File: src/rtl/blowfish_core.sv
// Blowfish block engine: P[0] whitening, ROUNDS Feistel rounds, final whitening.
// S-boxes and P-array live outside; this block only issues single-port reads.
module blowfish_core #(
   parameter int ROUNDS = 16,
   parameter int P_AW   = $clog2(ROUNDS + 2)
) (
   input  logic            clk,
   input  logic            reset_l,
   input  logic            start,
   input  logic            decrypt,
   input  logic [31:0]     xl_in,
   input  logic [31:0]     xr_in,
   output logic            busy,
   output logic            done,
   output logic [31:0]     xl_out,
   output logic [31:0]     xr_out,
   output logic            s_rd_en,
   output logic [9:0]      s_addr,
   input  logic [31:0]     s_data,
   output logic            p_rd_en,
   output logic [P_AW-1:0] p_addr,
   input  logic [31:0]     p_data
);

   localparam int R_W = $clog2(ROUNDS + 1);
   localparam logic [P_AW-1:0] P_LAST = P_AW'(ROUNDS + 1);
   localparam logic [R_W-1:0]  R_LAST = R_W'(ROUNDS);

   generate
      if ((ROUNDS < 2) || (ROUNDS % 2 != 0)) begin : g_bad_rounds
         $error("blowfish_core: ROUNDS must be even and >= 2");
      end
   endgenerate

   typedef enum logic [3:0] {
      IDLE, INIT_RD, INIT_CAP, RD0, RD1, RD2, RD3, RDP, MIX, FIN_RD, FIN_CAP, DONE
   } state_t;

   state_t          state_reg;
   logic            dec_reg;
   logic [31:0]     xl_in_reg, xr_in_reg;
   logic [31:0]     xl_reg, xr_reg, acc_reg;
   logic [31:0]     xl_out_reg, xr_out_reg;
   logic [R_W-1:0]  rnd_reg;
   logic            busy_reg, done_reg;

   logic [31:0]     src;
   logic [P_AW-1:0] p_k;

   assign busy   = busy_reg;
   assign done   = done_reg;
   assign xl_out = xl_out_reg;
   assign xr_out = xr_out_reg;

   // Odd rounds read Xl and modify Xr; even rounds the reverse (no swap needed).
   always_comb begin
      src     = rnd_reg[0] ? xl_reg : xr_reg;
      s_rd_en = 1'b0;
      s_addr  = '0;
      p_rd_en = 1'b0;
      p_k     = '0;
      case (state_reg)
         INIT_RD: p_rd_en = 1'b1;
         RD0: begin
            s_rd_en = 1'b1;
            s_addr  = {2'd0, src[31:24]};
         end
         RD1: begin
            s_rd_en = 1'b1;
            s_addr  = {2'd1, src[23:16]};
         end
         RD2: begin
            s_rd_en = 1'b1;
            s_addr  = {2'd2, src[15:8]};
         end
         RD3: begin
            s_rd_en = 1'b1;
            s_addr  = {2'd3, src[7:0]};
         end
         RDP: begin
            p_rd_en = 1'b1;
            p_k     = P_AW'(rnd_reg);
         end
         FIN_RD: begin
            p_rd_en = 1'b1;
            p_k     = P_LAST;
         end
         default: ;
      endcase
      // Decryption walks the P-array backwards.
      p_addr = (p_rd_en && dec_reg) ? (P_LAST - p_k) : p_k;
   end

   always_ff @(posedge clk or negedge reset_l) begin
      if (!reset_l) begin
         state_reg  <= IDLE;
         dec_reg    <= 1'b0;
         xl_in_reg  <= '0;
         xr_in_reg  <= '0;
         xl_reg     <= '0;
         xr_reg     <= '0;
         acc_reg    <= '0;
         xl_out_reg <= '0;
         xr_out_reg <= '0;
         rnd_reg    <= '0;
         busy_reg   <= 1'b0;
         done_reg   <= 1'b0;
      end else begin
         case (state_reg)
            IDLE: begin
               if (start) begin
                  dec_reg   <= decrypt;
                  xl_in_reg <= xl_in;
                  xr_in_reg <= xr_in;
                  busy_reg  <= 1'b1;
                  state_reg <= INIT_RD;
               end
            end
            INIT_RD: state_reg <= INIT_CAP;
            INIT_CAP: begin
               xl_reg    <= xl_in_reg ^ p_data;
               xr_reg    <= xr_in_reg;
               rnd_reg   <= R_W'(1);
               state_reg <= RD0;
            end
            RD0: state_reg <= RD1;
            RD1: begin
               acc_reg   <= s_data;
               state_reg <= RD2;
            end
            RD2: begin
               acc_reg   <= acc_reg + s_data;
               state_reg <= RD3;
            end
            RD3: begin
               acc_reg   <= acc_reg ^ s_data;
               state_reg <= RDP;
            end
            RDP: begin
               acc_reg   <= acc_reg + s_data;
               state_reg <= MIX;
            end
            MIX: begin
               if (rnd_reg[0]) xr_reg <= xr_reg ^ acc_reg ^ p_data;
               else            xl_reg <= xl_reg ^ acc_reg ^ p_data;
               if (rnd_reg == R_LAST) begin
                  state_reg <= FIN_RD;
               end else begin
                  rnd_reg   <= rnd_reg + R_W'(1);
                  state_reg <= RD0;
               end
            end
            FIN_RD: state_reg <= FIN_CAP;
            FIN_CAP: begin
               xl_out_reg <= xr_reg ^ p_data;
               xr_out_reg <= xl_reg;
               done_reg   <= 1'b1;
               state_reg  <= DONE;
            end
            DONE: begin
               done_reg  <= 1'b0;
               busy_reg  <= 1'b0;
               state_reg <= IDLE;
            end
            default: state_reg <= IDLE;
         endcase
      end
   end

endmodule

File: config.mk
export PLATFORM = sky130hd
export DESIGN_NAME = blowfish_core
export DESIGN_NICKNAME = d
export VERILOG_FILES = /design/src/rtl/blowfish_core.sv
export SDC_FILE = /design/constraint.sdc
export NUM_CORES = 1
export LEC_CHECK = 0
export CORE_UTILIZATION = 55
export CTS_CLUSTER_SIZE = 10
export DETAILED_ROUTE_END_ITERATION = 10
export PLACE_DENSITY = 0.82
export SLEW_MARGIN = 20
export SYNTH_ARGS = -nofsm -noshare
export SYNTH_HDL_FRONTEND = slang
export SYNTH_SLANG_ARGS = --single-unit
File: constraint.sdc
create_clock -name clk -period 5.1 [get_ports clk]
set_input_delay 0.765 -clock clk [delete_from_list [all_inputs] [get_ports clk]]
set_output_delay 0.765 -clock clk [all_outputs]
set_load 0.005 [all_outputs]
==> reports/qor.csv, run 1 <==
metric,value,unit
status,"finished, final reports clean",
die_h,159,um
place_ws,1.29,ns
gp_congestion,0.904,
crit_start,state_reg[0],
hold_buffers,0,
netlist_area,13500,um2
ys_async_sr_fraction,100,%
grt_max_degree,120,
slew_headroom,27.6,%
yosys_register_bits,236,
path_clk_slew,0.06,ns
synth_area_leaders,"dfrtp_1 (44%), mux2_2 (8.3%), a21oi_1 (5.2%)",
fin_crit,3.86,ns
power.leakage,7.23,nW
top_usage_layer,met2,
post_cts_buffers,0,
grtUsageMet2,51.7,%
grtUsageMet1,43.4,%
drv_slew,0,
worstMarginPinSlew,1.09,ns
place_hpwl,27700,um
first_iter_violations,1078,
syn-num-nets,1583,
start_kind,flip-flop,
die-area,25100,um2
ctsResizeCount,0,
synthMostInstantiatedCell,dfrtp_1,
initial_utilization,56.8,%
worst_ep_arrival_time,3.10,ns
path_buf_inv,2,
area_growth,23.7,%
use_met3,4.16,%
fin_tns_setup,0,ns
grt_pass1_vias,11500,
cts_tree,done,
first_pass_iters,5,
ys.flop_type,dfrtp_1,
root_buffer,clkbuf_16,
maxCapViolCount,0,
grt.overflow.total,0,
cts_max_path_buffers,3,
powerDensity,665,nW/um2
grt_first_pass_wirelength,62500,um
ys_types,65,
die_x,159,um
cp-end-kind,output port,
h-tree-depth,1,
antenna_found_initial,1,
synthTopCellsByCount,"dfrtp_1 (236), nor2_1 (147), a21oi_1 (139), o21ai_0 (121), nand2_1 (109)",
timing.final.ws_setup,1.24,ns
drtAntennaViolNets,0,
yosysWarningCount,0,
viasPerCell,6.22,
routed-via-count,11900,
synthCells,1416,
worstPathRequired,4.34,ns
fmaxAchievable,259,MHz
synth_top_area_cell,dfrtp_1,
drc,0,
drive_gt1_share,10.7,%
ir_worst_vdd,0.336,mV
rsz0062_at_grt,false,
crit_chain,buf_4 > nor2b_1 > nand2_1 > o22a_1 > o221ai_1 > clkdlybuf4s50_1,
grtUsageTotal,32.5,%
cts_buffers,28,
critical_path.max_stage_delay,0.61,ns
n_fill_cell,1765,
reg2reg_from,acc_reg[0],
synth_edf_count,0,
io_buffer_count,214,
wire_per_inst,21.1,um
path_max_fanout,26,
worstSkewPairLatency,0.54,ns
seq_area_frac_synth,43.8,%
worstSetupPathType,flip-flop to output port,
core-area,23800,um2
num_io_pins,215,
rows,56,
slowest_stage,clkdlybuf4s50_1,
drt-total-wl,40400,um
synth.top_cell.area_share,43.8,%
clock_sinks,236,
fin_nets,1756,
postSynthAreaPerCell,9.52,um2
path_delay_family,buffers and inverters,
post-route-period-util,75.7,%
hold_violations,0,
setup_violations,0,
fin_skew,0.00784,ns
hold_class,input pin to asynchronous set/reset pin,
## final cells by class
type                    instances  area (um2)  share of cell area, %
multi-input cells            1079        7220                   43.3
flip-flops and latches        236        5910                   35.4
repair buffers                231        2290                   13.7
clock buffers                  32         747                   4.48
well taps                     319         399                   2.39
clock inverters                 3        65.1                  0.390
inverters                      13        48.8                  0.293
diodes                          1        2.50                 0.0150
## path summary, 6_finish.rpt
kind,end,slack [ns],cells past startpoint
min in group clk,xr_out[21],0.51,1
setup / recovery,s_addr[2],1.24,6
hold / removal,dec_reg,0.30,1
hold reg to reg,xr_out[21],0.51,1
setup reg to reg,acc_reg[22],2.00,11
max in group asynchronous,acc_reg[25],3.52,2
## logic make-up after synthesis
logic type,after synthesis,synth area share (%)
flops,236,43.8
buf+inv,101,2.97
mux,158,12.6
compound gates,415,18.4
xor+xnor,119,7.73
simple gates,352,11.2
fa+ha+maj,35,3.30
## layer usage
layer,wire [um],vias up
met5,0,-
met4,2230,0
met3,2880,112
met2,18500,582
met1,16800,5793
li1,-,5411
## through the flow
| step | instance area [um2] | instances | hold slack [ns] | utilization (%) | power [mW] |
|---|---|---|---|---|---|
| 2_1_floorplan | 13500 | 1416 | 0.469 | - | 6.97 |
| 3_3_place_gp | 15900 | 1878 | 0.489 | 66.8 | 8.92 |
| 3_5_place_dp | 15900 | 1878 | 0.493 | 66.8 | 9.13 |
| 4_1_cts | 16700 | 1913 | 0.347 | 70.2 | 11.0 |
| 5_1_grt | 16700 | 1913 | 0.394 | 70.2 | 11.8 |
| 6_report | 16700 | 1914 | 0.296 | 70.2 | 11.1 |
## placed cells by master, fill, tap and decap left out, types with 11 or more instances in the layout
master,n
nor2_1,145
nand2_1,108
o21ai_0,121
nand3_1,47
dfrtp_1,234
xnor2_1,44
mux2i_1,59
a21oi_1,138
xor2_1,75
nand4_1,11
clkdlybuf4s50_1,213
a21o_1,28
inv_1,12
o22ai_1,34
mux2_2,99
o221ai_1,15
clkbuf_16,29
a211oi_1,11
ha_1,34
buf_4,16
## worst reg2reg max path: stages, from the launching register on
cell and delay [ns]:
dfrtp_1 0.47, ha_1 0.25, inv_1 0.07, fa_1 0.39, and2b_1 0.24, o211ai_2 0.12, a21oi_1 0.37, a211oi_1 0.14
nor2_1 0.45, a31oi_1 0.19, xor2_1 0.18, o21ai_0 0.16
## power by group
part           internal [mW]  switching (mW)  total [mW]
Combinational           2.58            2.83        5.41
Clock                   1.11           0.745        1.86
Sequential              2.80            1.03        3.83
Total                   6.50            4.60        11.1
No activity file was read; power rests on OpenSTA's default activity.
==> run 2: changes to the inputs <==
==> constraint.sdc (replaced) <==
create_clock -name clk -period 3.95 [get_ports clk]
set_input_delay 0.5925 -clock clk [delete_from_list [all_inputs] [get_ports clk]]
set_output_delay 0.5925 -clock clk [all_outputs]
set_load 0.005 [all_outputs]
==> run 2 against run 1 <==
  * Clock skew up 0.0078 ns
  * Clock-buffer cell count is 5 higher
  * Worst setup slack lost 0.79 ns
  * Sequential share of layout area is 0.24 points lower
  * Via count barely moved
  * Core utilization is 0.47 points higher
  * Power up 29%
  * Sequential cell count is the same
  * Sequential power is 28% higher
  * Global-route usage rose by 0.24 points
  * Largest power group unchanged
  * Highest routed layer unchanged
  * Critical path depth decreased by 1
==> reports/qor.csv, run 2 (synthesized netlist as in run 1, its figures left out) <==
metric,value,unit
crit_chain,buf_4 > mux2i_1 > o22a_1 > o221ai_1 > clkdlybuf4s50_1,
layout_commonest_cell,dfrtp_1,
grt_pass1_vias,11700,
grt_max_degree,98,
drt-total-wl,40400,um
switching_share,41.8,%
first_pass_iters,6,
slew_headroom,46.0,%
path_clk_slew,0.06,ns
reg2reg_to,xr_reg[28],
worstSkewPairLatency,0.56,ns
slowest_stage,dfrtp_2,
reg2reg_from,state_reg[0],
ctsResizeCount,0,
cts_tree,done,
die-area,25100,um2
initial_utilization,56.8,%
routed-via-count,11900,
fin_crit,3.50,ns
fin_util,70.7,%
combinationalPowerShare,49.6,%
num_io_pins,215,
p_sw,6.00,mW
worstPathRequired,3.36,ns
first_iter_violations,1070,
wire_per_inst,20.9,um
drc,0,
path_buf_inv,2,
drive_gt1_share,11.4,%
post_cts_buffers,0,
cts_max_path_buffers,3,
maxCapViolCount,0,
core-area,23800,um2
die_x,159,um
gp_congestion,0.967,
power.leakage,7.29,nW
grt.overflow.total,0,
hold_buffers,0,
path_max_fanout,20,
worstMarginPinSlew,0.811,ns
path_depth,5,
multiInputGateArea,7220,um2
hold_class,input pin to asynchronous set/reset pin,
seq_power_share,34.2,%
powerDensity,854,nW/um2
worstSetupPathType,flip-flop to output port,
setup_violations,0,
fin_nets,1769,
root_buffer,clkbuf_16,
ir_worst_vdd,0.404,mV
rsz0062_at_grt,false,
cp-end-kind,output port,
path_delay_family,buffers and inverters,
clockPowerShare,16.2,%
area_growth,24.5,%
n_fill_cell,1756,
reg2reg_depth,8,
critical_path.max_stage_delay,0.80,ns
fin_tns_setup,0,ns
grtUsageTotal,32.7,%
rows,56,
cts_buffers,28,
io_buffer_count,214,
h-tree-depth,1,
post-route-period-util,88.7,%
grt_first_pass_wirelength,63300,um
drv_slew,0,
seqCellArea,5910,um2
p_total,14.4,mW
place_hpwl,28200,um
viasPerCell,6.15,
drtAntennaViolNets,0,
fin_skew,0.0156,ns
start_kind,flip-flop,
worst_ep_arrival_time,2.91,ns
fmaxAchievable,286,MHz
status,"finished, final reports clean",
intPower,8.35,mW
clock_sinks,236,
die_h,159,um
antenna_found_initial,1,
rrSetupSlack,0.89,ns
hold_violations,0,
layout_common_cells,"dfrtp_1 (234), clkdlybuf4s50_1 (213), nor2_1 (145), a21oi_1 (138), o21ai_0 (121)",
==> run 2: cell types whose count changed in the layout (fill, tap and decap cells not counted), sizes merged <==
cell / delta
clkinv: +1
diode: +1
clkbuf: +5
buf: +13
bufinv: -2
==> run 2: power by group through the flow <==
stage	Clock (mW)	Sequential (mW)	Combinational, mW
after global placement	0	4.85	6.73
after CTS	2.35	4.88	7.04
final	2.32	4.91	7.11
after detailed placement	0	4.90	6.96
after global routing	2.44	5.03	7.77
after floorplan	0	4.39	4.62
==> run 2: stage by stage <==
stage	cell area, um2	setup slack (ns)	hold slack (ns)	instances
after floorplan	13500	1.17	0.297	1416
after global placement	16000	0.481	0.488	1891
after detailed placement	16000	0.425	0.493	1891
after CTS	16800	0.411	0.100	1930
after global routing	16800	0.360	0.108	1930
final	16800	0.448	0.0344	1932
==> run 2: area by class of cell <==
class,count,share of cell area [%]
Timing Repair Buffer,244,14.3
Multi-Input combinational cell,1079,43.0
Clock buffer,37,4.55
Clock inverter,2,0.209
Inverter,13,0.291
Tap cell,319,2.38
Sequential cell,236,35.2
Antenna cell,2,0.0298
==> run 2: worst reg2reg max path, cell delays in order (launching register included) <==
cell and delay, ns:
dfrtp_1 0.55, buf_4 0.29, inv_1 0.30, nand2_1 0.28, nor3_1 0.64, a21oi_4 0.18, buf_4 0.29, o21ai_0 0.25
o21ai_0 0.15
==> run 2: how the worst max path moves through the flow <==
stage / startpoint / end / slack (ns)
final: rnd_reg[0] / s_addr[2] / 0.45
after floorplan: s_data[0] / acc_reg[30] / 1.17
after global placement: s_data[0] / acc_reg[30] / 0.48
after CTS: rnd_reg[0] / s_addr[2] / 0.41
after global routing: state_reg[2] / s_addr[1] / 0.36
after detailed placement: s_data[0] / acc_reg[30] / 0.43
==> run 2: routing by layer <==
layer  vias up  part of all wire (%)  global-route usage, %  routed length (um)
li1       5431                     -                      -                   -
met1      5773                    41                   43.7               16600
met2       574                    46                   52.6               18500
met3       110                   7.8                   3.70                3140
met4         0                   5.3                   17.0                2160
met5         -                     0                      0                   0
==> run 3: changes to the inputs <==
--- a/config.mk
+++ b/config.mk
@@ -5,10 +5,11 @@
 export SDC_FILE = /design/constraint.sdc
 export NUM_CORES = 1
 export LEC_CHECK = 0
+export ABC_AREA = 1
 export CORE_UTILIZATION = 55
 export CTS_CLUSTER_SIZE = 10
 export DETAILED_ROUTE_END_ITERATION = 10
-export PLACE_DENSITY = 0.82
+export PLACE_DENSITY = 0.81
 export SLEW_MARGIN = 20
 export SYNTH_ARGS = -nofsm -noshare
 export SYNTH_HDL_FRONTEND = slang
==> run 3 against run 2 <==
  * Sequential cell count unchanged
  * Critical path depth up 6
  * Power down 0.31%
  * Clock power up 3%
  * Worst setup slack better by 0.11 ns
  * Hold slack better by 0.43 ns
  * Global-route usage up 1.1 points
  * First-iteration DRC count up 3.1%
  * Core utilization down 1.1 points
  * Synthesized area up 3.2%
  * Largest cell class unchanged
==> reports/qor.csv, run 3 <==
metric,value,unit
synth_area_leaders,"dfrtp_1 (42%), nand2_1 (15%), xor2_1 (6.3%)",
routed-via-count,13100,
ys_types,41,
grt_first_pass_wirelength,68700,um
worstPathRequired,3.36,ns
synth_top_area_cell,dfrtp_1,
drtAntennaViolNets,0,
worst_ep_arrival_time,2.80,ns
setup_violations,0,
synthTopCellsByCount,"nand2_1 (548), dfrtp_1 (236), o21ai_0 (159), inv_1 (157), xor2_1 (100)",
fin_util,69.6,%
syn-num-nets,1950,
worstSkewPairLatency,0.54,ns
root_buffer,clkbuf_16,
die_h,161,um
core-area,24500,um2
grt.overflow.total,0,
hold_violations,0,
drv_slew,0,
layout_commonest_cell,nand2_1,
cp-end-kind,output port,
maxCapViolCount,0,
timing.hold.ws,0.466,ns
die_x,161,um
fmaxAchievable,295,MHz
path_clk_slew,0.05,ns
rows,57,
cts_tree,done,
power.leakage,8.01,nW
drt-total-wl,43500,um
yosys_register_bits,236,
postSynthAreaPerCell,7.80,um2
num_io_pins,215,
place_hpwl,31400,um
gp_congestion,0.967,
timing.final.ws_setup,0.555,ns
critical_path.max_stage_delay,0.52,ns
fin_crit,3.40,ns
cts_max_path_buffers,3,
seq_area_frac_synth,42.5,%
ys_async_sr_fraction,100,%
ir_worst_vdd,0.389,mV
antenna_found_initial,1,
io_buffer_count,214,
final_cells,2304,
initial_utilization,56.7,%
powerDensity,838,nW/um2
hold_buffers,1,
cts_buffers,28,
wire_per_inst,18.9,um
hold_class,flip-flop to flip-flop,
yosysWarningCount,0,
area_growth,22.7,%
grt_max_degree,99,
n_fill_cell,2013,
ys.flop_type,dfrtp_1,
place_ws,0.834,ns
start_kind,flip-flop,
clock_sinks,236,
fin_nets,2141,
ctsResizeCount,0,
grtUsageTotal,33.8,%
design_area,17100,um2
die-area,25900,um2
synthCells,1783,
rsz0062_at_grt,false,
dp_cells,2267,
viasPerCell,5.67,
placed_cell_area,16200,um2
p_total,14.3,mW
synth.top_cell.area_share,42.5,%
fin_skew,0.0131,ns
status,"finished, final reports clean",
layout_common_cells,"nand2_1 (548), dfrtp_1 (235), clkdlybuf4s50_1 (213), o21ai_0 (159), inv_1 (156)",
grt_pass1_vias,12800,
synthMostInstantiatedCell,nand2_1,
slowest_stage,clkdlybuf4s50_1,
cp_common_cell,inv_1,
worstSetupPathType,flip-flop to output port,
worstMarginPinSlew,0.909,ns
post_cts_buffers,0,
slew_headroom,39.4,%
first_iter_violations,1103,
synth_edf_count,0,
drc,0,
post-route-period-util,86.0,%
path_buf_inv,5,
h-tree-depth,1,
first_pass_iters,5,
path_max_fanout,15,
fin_tns_setup,0,ns
path_delay_family,buffers and inverters,
crit_chain,inv_1 > nor2_4 > inv_2 > nor2_4 > inv_1 > nor2_1 > inv_1 > ha_1 > nor2_1 > xor2_1 > clkdlybuf4s50_1,
netlist_area,13900,um2
drive_gt1_share,6.16,%
run 3: cell types whose count changed after synthesis, moves of 33 or more:
cell / change
mux2i_1: -59
nand2_1: +439
o21ai_1: +33
inv_1: +145
nor2_1: -50
clkbuf_1: -49
o21ai_0: +38
mux2_2: -66
a21oi_1: -45
run 3: power by group:
group          switching, mW  total (mW)  internal, mW  leakage, nW
clock                  0.960        2.40          1.44        0.399
combinational           4.14        7.15          3.01         4.81
sequential              1.18        4.76          3.59         2.80
total                   6.27        14.3          8.03         8.01
run 3: cells by family (layout without fill, tap and decap cells):
kind of cell    after synthesis  in the layout  share of synthesized area, %
simple gates                759            759                          22.2
compound gates              350            350                          13.7
buf+inv                     238            434                          7.41
flops                       236            236                          42.5
xor+xnor                    132            132                          8.31
fa+ha+maj                    35             35                          3.20
mux                          33             33                          2.67
other cells                   0              1                             0
run 3: metal layers:
layer	up-vias	routed length (um)	global-route usage [%]
met4	0	1330	10.4
met5	-	0	0
li1	6140	-	-
met1	6306	18700	47.3
met3	85	3340	4.62
met2	542	20200	54.8
run 3: final timing paths:
| check | start | to | slack (ns) | cells past startpoint |
|---|---|---|---|---|
| max | state_reg[2] | p_addr[3] | 0.55 | 11 |
| min | xr_out[11] | xr_out[11] | 0.47 | 2 |
| max reg2reg | state_reg[0] | xr_out[12] | 1.16 | 8 |
| min reg2reg | xr_out[11] | xr_out[11] | 0.47 | 2 |
| max in group asynchronous | reset_l | xl_out[15] | 2.37 | 3 |
| min in group asynchronous | reset_l | rnd_reg[4] | 0.59 | 2 |
run 3: final cells by class:
cell class | instances | area [um2] | area share (%)
Clock inverter | 3 | 65.1 | 0.381
Antenna cell | 1 | 2.50 | 0.0147
Multi-Input combinational cell | 1309 | 6990 | 41.0
Inverter | 165 | 623 | 3.65
Timing Repair Buffer | 234 | 2320 | 13.6
Clock buffer | 32 | 747 | 4.38
Tap cell | 324 | 405 | 2.38
Sequential cell | 236 | 5910 | 34.6
run 3: tightest hold or removal path, stage by stage, from the launching register on:
cell and delay, ns:
dfrtp_1 0.34, nand2_1 0.05, nand2_1 0.04
